--- src/rtl/led_pattern_gen.sv ---
// LED pattern generator: debounced MODE/PAUSE keys select and freeze one of four
// step patterns (rotate left/right, ping-pong, binary count) on a parametrised LED bank.
module led_pattern_gen #(
    parameter int N_LED      = 8,
    parameter int TICK_DIV   = 2_500_000,
    parameter int DEB_CYCLES = 250_000,
    parameter int ACTIVE_LOW = 1
) (
    input  logic             ext_clk_25m,
    input  logic             ext_rst_n,
    input  logic             key_mode,
    input  logic             key_pause,
    output logic [N_LED-1:0] led,
    output logic [1:0]       mode,
    output logic             tick
);

    localparam int DW = (DEB_CYCLES > 2) ? $clog2(DEB_CYCLES) : 1;
    localparam int PW = (TICK_DIV > 2) ? $clog2(TICK_DIV) : 1;
    localparam logic [N_LED-1:0] PAT_RST = N_LED'(1);
    localparam logic [N_LED-1:0] LED_RST = (ACTIVE_LOW != 0) ? ~PAT_RST : PAT_RST;

    // Bit 0 = MODE key, bit 1 = PAUSE key; 1 = released throughout.
    logic [1:0]          w_key_raw;
    logic [1:0]          r_sync1;
    logic [1:0]          r_sync2;
    logic [1:0]          r_deb;
    logic [1:0]          r_deb_d;
    logic [1:0][DW-1:0]  r_deb_cnt;
    logic [1:0]          w_press;

    logic [PW-1:0]       r_presc;
    logic                r_paused;
    logic                r_dir_right;
    logic [1:0]          r_mode;
    logic [N_LED-1:0]    r_pat;
    logic [N_LED-1:0]    r_led;

    logic                w_mode_evt;
    logic                w_pause_evt;
    logic                w_tick;
    logic [PW-1:0]       w_presc_nxt;
    logic                w_dir_nxt;
    logic [1:0]          w_mode_nxt;
    logic [N_LED-1:0]    w_pat_nxt;
    logic [N_LED-1:0]    w_led_nxt;

    assign w_key_raw = {key_pause, key_mode};

    always_ff @(posedge ext_clk_25m or negedge ext_rst_n) begin
        if (!ext_rst_n) begin
            r_sync1   <= '1;
            r_sync2   <= '1;
            r_deb     <= '1;
            r_deb_d   <= '1;
            r_deb_cnt <= '0;
        end else begin
            r_sync1 <= w_key_raw;
            r_sync2 <= r_sync1;
            r_deb_d <= r_deb;
            for (int i = 0; i < 2; i++) begin
                if (r_sync2[i] == r_deb[i]) begin
                    r_deb_cnt[i] <= '0;
                end else if (r_deb_cnt[i] == DW'(DEB_CYCLES - 1)) begin
                    r_deb[i]     <= r_sync2[i];
                    r_deb_cnt[i] <= '0;
                end else begin
                    r_deb_cnt[i] <= r_deb_cnt[i] + DW'(1);
                end
            end
        end
    end

    // Press pulse fires the cycle after the debounced level falls.
    assign w_press     = r_deb_d & ~r_deb;
    assign w_mode_evt  = w_press[0];
    assign w_pause_evt = w_press[1];

    assign w_tick = (r_presc == PW'(TICK_DIV - 1)) && !r_paused && !w_mode_evt;

    always_comb begin
        w_presc_nxt = r_presc;
        w_dir_nxt   = r_dir_right;
        w_mode_nxt  = r_mode;
        w_pat_nxt   = r_pat;
        if (w_mode_evt) begin
            w_mode_nxt  = r_mode + 2'd1;
            w_pat_nxt   = (w_mode_nxt == 2'd3) ? '0 : PAT_RST;
            w_dir_nxt   = 1'b0;
            w_presc_nxt = '0;
        end else if (!r_paused) begin
            w_presc_nxt = (r_presc == PW'(TICK_DIV - 1)) ? '0 : r_presc + PW'(1);
            if (w_tick) begin
                case (r_mode)
                    2'd0: w_pat_nxt = {r_pat[N_LED-2:0], r_pat[N_LED-1]};
                    2'd1: w_pat_nxt = {r_pat[0], r_pat[N_LED-1:1]};
                    2'd2: begin
                        if (!r_dir_right) begin
                            w_pat_nxt = {r_pat[N_LED-2:0], 1'b0};
                            if (r_pat[N_LED-2]) w_dir_nxt = 1'b1;
                        end else begin
                            w_pat_nxt = {1'b0, r_pat[N_LED-1:1]};
                            if (r_pat[1]) w_dir_nxt = 1'b0;
                        end
                    end
                    default: w_pat_nxt = r_pat + N_LED'(1);
                endcase
            end
        end
        w_led_nxt = (ACTIVE_LOW != 0) ? ~w_pat_nxt : w_pat_nxt;
    end

    always_ff @(posedge ext_clk_25m or negedge ext_rst_n) begin
        if (!ext_rst_n) begin
            r_presc     <= '0;
            r_paused    <= 1'b0;
            r_dir_right <= 1'b0;
            r_mode      <= 2'd0;
            r_pat       <= PAT_RST;
            r_led       <= LED_RST;
        end else begin
            r_presc     <= w_presc_nxt;
            r_paused    <= r_paused ^ w_pause_evt;
            r_dir_right <= w_dir_nxt;
            r_mode      <= w_mode_nxt;
            r_pat       <= w_pat_nxt;
            r_led       <= w_led_nxt;
        end
    end

    assign led  = r_led;
    assign mode = r_mode;
    assign tick = w_tick;

endmodule

--- config.mk ---
export PLATFORM = sky130hd
export DESIGN_NAME = led_pattern_gen
export DESIGN_NICKNAME = d
export VERILOG_FILES = /design/src/rtl/led_pattern_gen.sv
export SDC_FILE = /design/constraint.sdc
export NUM_CORES = 1
export LEC_CHECK = 0
export CAP_MARGIN = 20
export CORE_MARGIN = 1
export CORE_UTILIZATION = 60
export CTS_BUF_LIST = sky130_fd_sc_hd__clkbuf_16
export DETAILED_ROUTE_END_ITERATION = 7
export PLACE_DENSITY = 0.78
export SYNTH_ARGS = -nofsm -noshare
export SYNTH_HDL_FRONTEND = slang
export SYNTH_SLANG_ARGS = --single-unit
--- constraint.sdc ---
create_clock -name ext_clk_25m -period 2.23 [get_ports ext_clk_25m]
set_input_delay 0.5575 -clock ext_clk_25m [delete_from_list [all_inputs] [get_ports ext_clk_25m]]
set_output_delay 0.5575 -clock ext_clk_25m [all_outputs]
set_load 0.01 [all_outputs]
==> impl_metrics.sql <==
INSERT INTO impl_metrics (metric_group, metric, value, unit) VALUES
('outcome', 'run_status', 'finished, violations left', ''),
('outcome', 'violated_checks', 'negative setup slack', ''),
('critical_path', 'critical_path.endpoint_type', 'primary output', ''),
('timing', 'final_critical_path_setup_slack', '-44.32', 'ps'),
('timing', 'fin_crit_sh', '1.020', ''),
('critical_path', 'crit_fanout', '2', ''),
('hold_path', 'holdCritPathClass', 'in2async', ''),
('logic_synthesis', 'synth.yosys.seq_area_share', '0.4918', ''),
('clocking', 'clock_path_buffers', '2', ''),
('clocking', 'cts_tree', 'yes', ''),
('cells_and_area', 'multi_input_comb_area', '2163', 'µm²'),
('floorplan', 'core-area', '6944', 'µm²'),
('pwr', 'vdd.ir_drop.worst', '503.1', 'µV'),
('logic_synthesis', 'syn-num-nets', '462', ''),
('detailed_routing', 'drt-total-wl', '9276', 'µm'),
('critical_path', 'worstReg2RegEnd', 'r_presc[18]', ''),
('cells_and_area', 'layout.area.seq', '2172', 'µm²'),
('logic_synthesis', 'synthesis.instances', '450', ''),
('clocking', 'cts.reportedPaths.clkPinSlew', '70', 'ps'),
('timing', 'finalClockSkew', '13.95', 'ps'),
('global_route', 'grt.met2_usage', '0.4327', ''),
('pwr', 'power_share_of_the_sequential_group', '0.513', ''),
('cells_and_area', 'design_area', '5239', 'µm²'),
('detailed_routing', 'drt-pass1-iter-count', '5', ''),
('timing', 'period_needed', '2274', 'ps'),
('timing', 'final_max_slew_viol_count', '0', ''),
('critical_path', 'worst_ep_required_time', '1670', 'ps'),
('timing', 'tightestPinTransition', '593.0', 'ps'),
('timing', 'rsz0062_at_grt', 'true', ''),
('clocking', 'insertion_delay_of_the_later_clocked_pin_in_the_worst_skew_pair', '340', 'ps'),
('global_route', 'grt_pass1_vias', '3391', ''),
('logic_synthesis', 'syn-cell-area', '4417', 'µm²'),
('logic_synthesis', 'ys_async_sr_fraction', '1.000', ''),
('floorplan', 'pin_count', '15', ''),
('clocking', 'clkSinkCount', '86', ''),
('critical_path', 'worstSetupEndpoint', 'tick', ''),
('detailed_routing', 'wl_per_cell', '15.41', 'µm'),
('place', 'place.detailed.hpwl', '6088', 'µm'),
('detailed_routing', 'drt_iter0_markers', '266', ''),
('global_route', 'grt_pass1_wl', '15700', 'µm'),
('timing', 'fmax', '439.7', 'MHz'),
('pwr', 'design_power_total', '3.094', 'mW'),
('pwr', 'sw_frac_of_total', '0.2074', ''),
('timing', 'timing.slew.headroom', '0.6047', ''),
('critical_path', 'critical_path_arrival', '1720', 'ps'),
('logic_synthesis', 'ys_warn_count', '0', ''),
('logic_synthesis', 'synth_cell_type_count', '59', ''),
('floorplan', 'die_h', '87.80', 'µm'),
('logic_synthesis', 'edff_count_synth', '0', ''),
('logic_synthesis', 'ys_top_cells_by_area', 'sky130_fd_sc_hd__dfrtp_1 40%, sky130_fd_sc_hd__dfstp_2 9.5%, sky130_fd_sc_hd__xor2_1 6.3%, sky130_fd_sc_hd__nor2_1 5.3%, sky130_fd_sc_hd__nand2_1 3.7%', ''),
('pwr', 'power.switching', '641.6', 'µW'),
('clocking', 'htree_levels', '3', ''),
('place', 'postPlaceCellArea', '4892', 'µm²'),
('critical_path', 'worstSetupPathType', 'reg2out', ''),
('cells_and_area', 'layout-area-overhead-vs-synth', '18.61', '%'),
('cells_and_area', 'layout.filler_cells', '475', ''),
('detailed_routing', 'drc', '0', ''),
('timing', 'final-setup-viol-count', '1', ''),
('detailed_routing', 'ant_nets', '0', ''),
('cells_and_area', 'drive_gt1_frac', '0.1798', ''),
('critical_path', 'startpoint_type', 'register', ''),
('clocking', 'ctsRootBufferMaster', 'sky130_fd_sc_hd__clkbuf_16', ''),
('global_route', 'global_route.overflow_total', '0', ''),
('place', 'routability_congestion_estimate_from_global_placement', '0.8937', ''),
('logic_synthesis', 'ys.flop_type', 'sky130_fd_sc_hd__dfrtp_1', ''),
('global_route', 'antenna_found_initial', '0', ''),
('logic_synthesis', 'synth-seq-cells', '86', ''),
('timing', 'hold_violations', '0', ''),
('place', 'place_ws', '-167.9', 'ps'),
('floorplan', 'overall_die_width', '87.80', 'µm'),
('job', 'timing.max_cap.violations', '0', '');
-- worst min path at each step --
stage | end | slack, ps | depth (start not counted)
6_report | r_pat[5] | 140 | 1
5_1_grt | r_pat[5] | 170 | 1
4_1_cts | r_pat[5] | 150 | 1
3_5_place_dp | r_sync2[0] | 350 | 0
3_3_place_gp | r_sync2[1] | 350 | 0
2_1_floorplan | led[0] | 260 | 0
-- metal layers --
layer	vias up	wire, µm
li1	1685	-
met1	1702	4090
met2	116	4530
met3	18	493
met4	0	162
met5	-	0
-- area by class of cell --
class,instances,area share
clock buffers,9,0.04299
well taps,96,0.02293
multi-input cells,339,0.4129
repair buffers,57,0.08932
flip-flops and latches,86,0.4146
clock inverters,7,0.01146
inverters,8,0.005732
-- registers in the layout, indices dropped and copies added, names as in the netlist, named ones only --
| name | count |
|---|---|
| led | 8 |
| mode | 2 |
| r_deb | 2 |
| r_deb_cnt | 36 |
| r_deb_d | 2 |
| r_dir_right | 1 |
| r_pat | 7 |
| r_paused | 1 |
| r_presc | 22 |
| r_sync1 | 2 |
| r_sync2 | 2 |
-- power by group through the flow --
| stage | Clock [mW] | Sequential, mW | Combinational [mW] |
|---|---|---|---|
| after floorplan | 0 | 1.61 | 0.0251 |
| after global placement | 0 | 1.61 | 0.0690 |
| after detailed placement | 0 | 1.61 | 0.0713 |
| after CTS | 1.46 | 1.59 | 0.0724 |
| after global routing | 1.53 | 1.59 | 0.0831 |
| final | 1.44 | 1.59 | 0.0695 |
-- critical path: stages, from the launching register on --
cell and delay, ps:
sky130_fd_sc_hd__dfrtp_1 390, sky130_fd_sc_hd__ha_4 170, sky130_fd_sc_hd__nand4_4 80, sky130_fd_sc_hd__nor4_4 260, sky130_fd_sc_hd__nand4_1 180, sky130_fd_sc_hd__nor2_1 150
sky130_fd_sc_hd__buf_2 150
-- layout by cell type, fill, tap and decap left out, types with 2 or more instances in the layout --
master,Yosys,layout
sky130_fd_sc_hd__dfrtp_1,70,70
sky130_fd_sc_hd__nor2_1,62,62
sky130_fd_sc_hd__nand2_1,44,44
sky130_fd_sc_hd__buf_4,1,43
sky130_fd_sc_hd__xor2_1,32,32
sky130_fd_sc_hd__nand3_1,30,29
sky130_fd_sc_hd__a21oi_1,20,20
sky130_fd_sc_hd__xnor2_1,17,17
sky130_fd_sc_hd__dfstp_2,16,16
sky130_fd_sc_hd__o21ai_0,15,15
sky130_fd_sc_hd__and3_1,13,13
sky130_fd_sc_hd__nand4_1,12,12
sky130_fd_sc_hd__clkdlybuf4s50_1,0,12
sky130_fd_sc_hd__inv_1,8,10
sky130_fd_sc_hd__clkbuf_16,0,9
sky130_fd_sc_hd__and4_1,7,7
sky130_fd_sc_hd__nor2b_1,8,7
sky130_fd_sc_hd__ha_1,8,7
sky130_fd_sc_hd__nor4_1,6,6
sky130_fd_sc_hd__nor3_1,5,5
sky130_fd_sc_hd__a31oi_1,4,4
sky130_fd_sc_hd__o32ai_1,3,3
sky130_fd_sc_hd__mux2i_1,3,3
sky130_fd_sc_hd__o32a_1,3,3
sky130_fd_sc_hd__mux2_2,3,3
sky130_fd_sc_hd__nor4b_1,2,2
sky130_fd_sc_hd__nand3b_1,2,2
sky130_fd_sc_hd__or2_2,2,2
sky130_fd_sc_hd__and2_1,2,2
sky130_fd_sc_hd__nor3b_1,2,2
sky130_fd_sc_hd__nand3_2,1,2
sky130_fd_sc_hd__a21o_1,2,2
sky130_fd_sc_hd__o31ai_1,2,2
sky130_fd_sc_hd__a211oi_1,2,2
sky130_fd_sc_hd__or3_1,2,2
sky130_fd_sc_hd__or4_1,2,2
sky130_fd_sc_hd__nand2b_1,2,2
sky130_fd_sc_hd__nand4b_1,2,2
sky130_fd_sc_hd__clkinv_2,0,2
-- cell usage after synthesis, drive strengths merged, types with 10 or more instances --
cell type / n
o21ai: 15
xor2: 32
xnor2: 17
clkbuf: 10
nand2: 44
nor2: 62
nand3: 31
nand4: 13
dfrtp: 70
dfstp: 16
a21oi: 20
and3: 13
-- per-stage QoR --
stage,hold WS (ps),setup TNS [ps],util,cells
3_5_place_dp,346.8,-167.9,0.7045,581
6_report,140.6,-44.32,0.7544,602
2_1_floorplan,261.9,0,-,450
5_1_grt,169.6,-221.0,0.7544,602
4_1_cts,150.8,-0.5780,0.7497,600
3_3_place_gp,345.9,-138.1,0.7045,581
-- logic make-up (layout without fill, tap and decap cells) --
group	count (synthesis)	in the layout	share of synthesized area
AND/OR/NAND/NOR	215	215	0.2598
buffers and inverters	25	81	0.02493
flip-flops	86	86	0.4918
adder cells (fa/ha/maj)	8	8	0.02266
AO/OA/AOI/OAI	60	60	0.08584
XOR/XNOR	49	49	0.09717
multiplexers	7	7	0.01785
-- what timing repair did --
item	4_1_cts	5_1_grt
endpoints found under the setup margin	1	7
hold buffers	0	0
gates resized for setup	6	3
endpoints found under the hold margin	0	0
pin swaps	4	3
buffers inserted	3	2
Note: power is estimated with default switching activity, not from simulation.
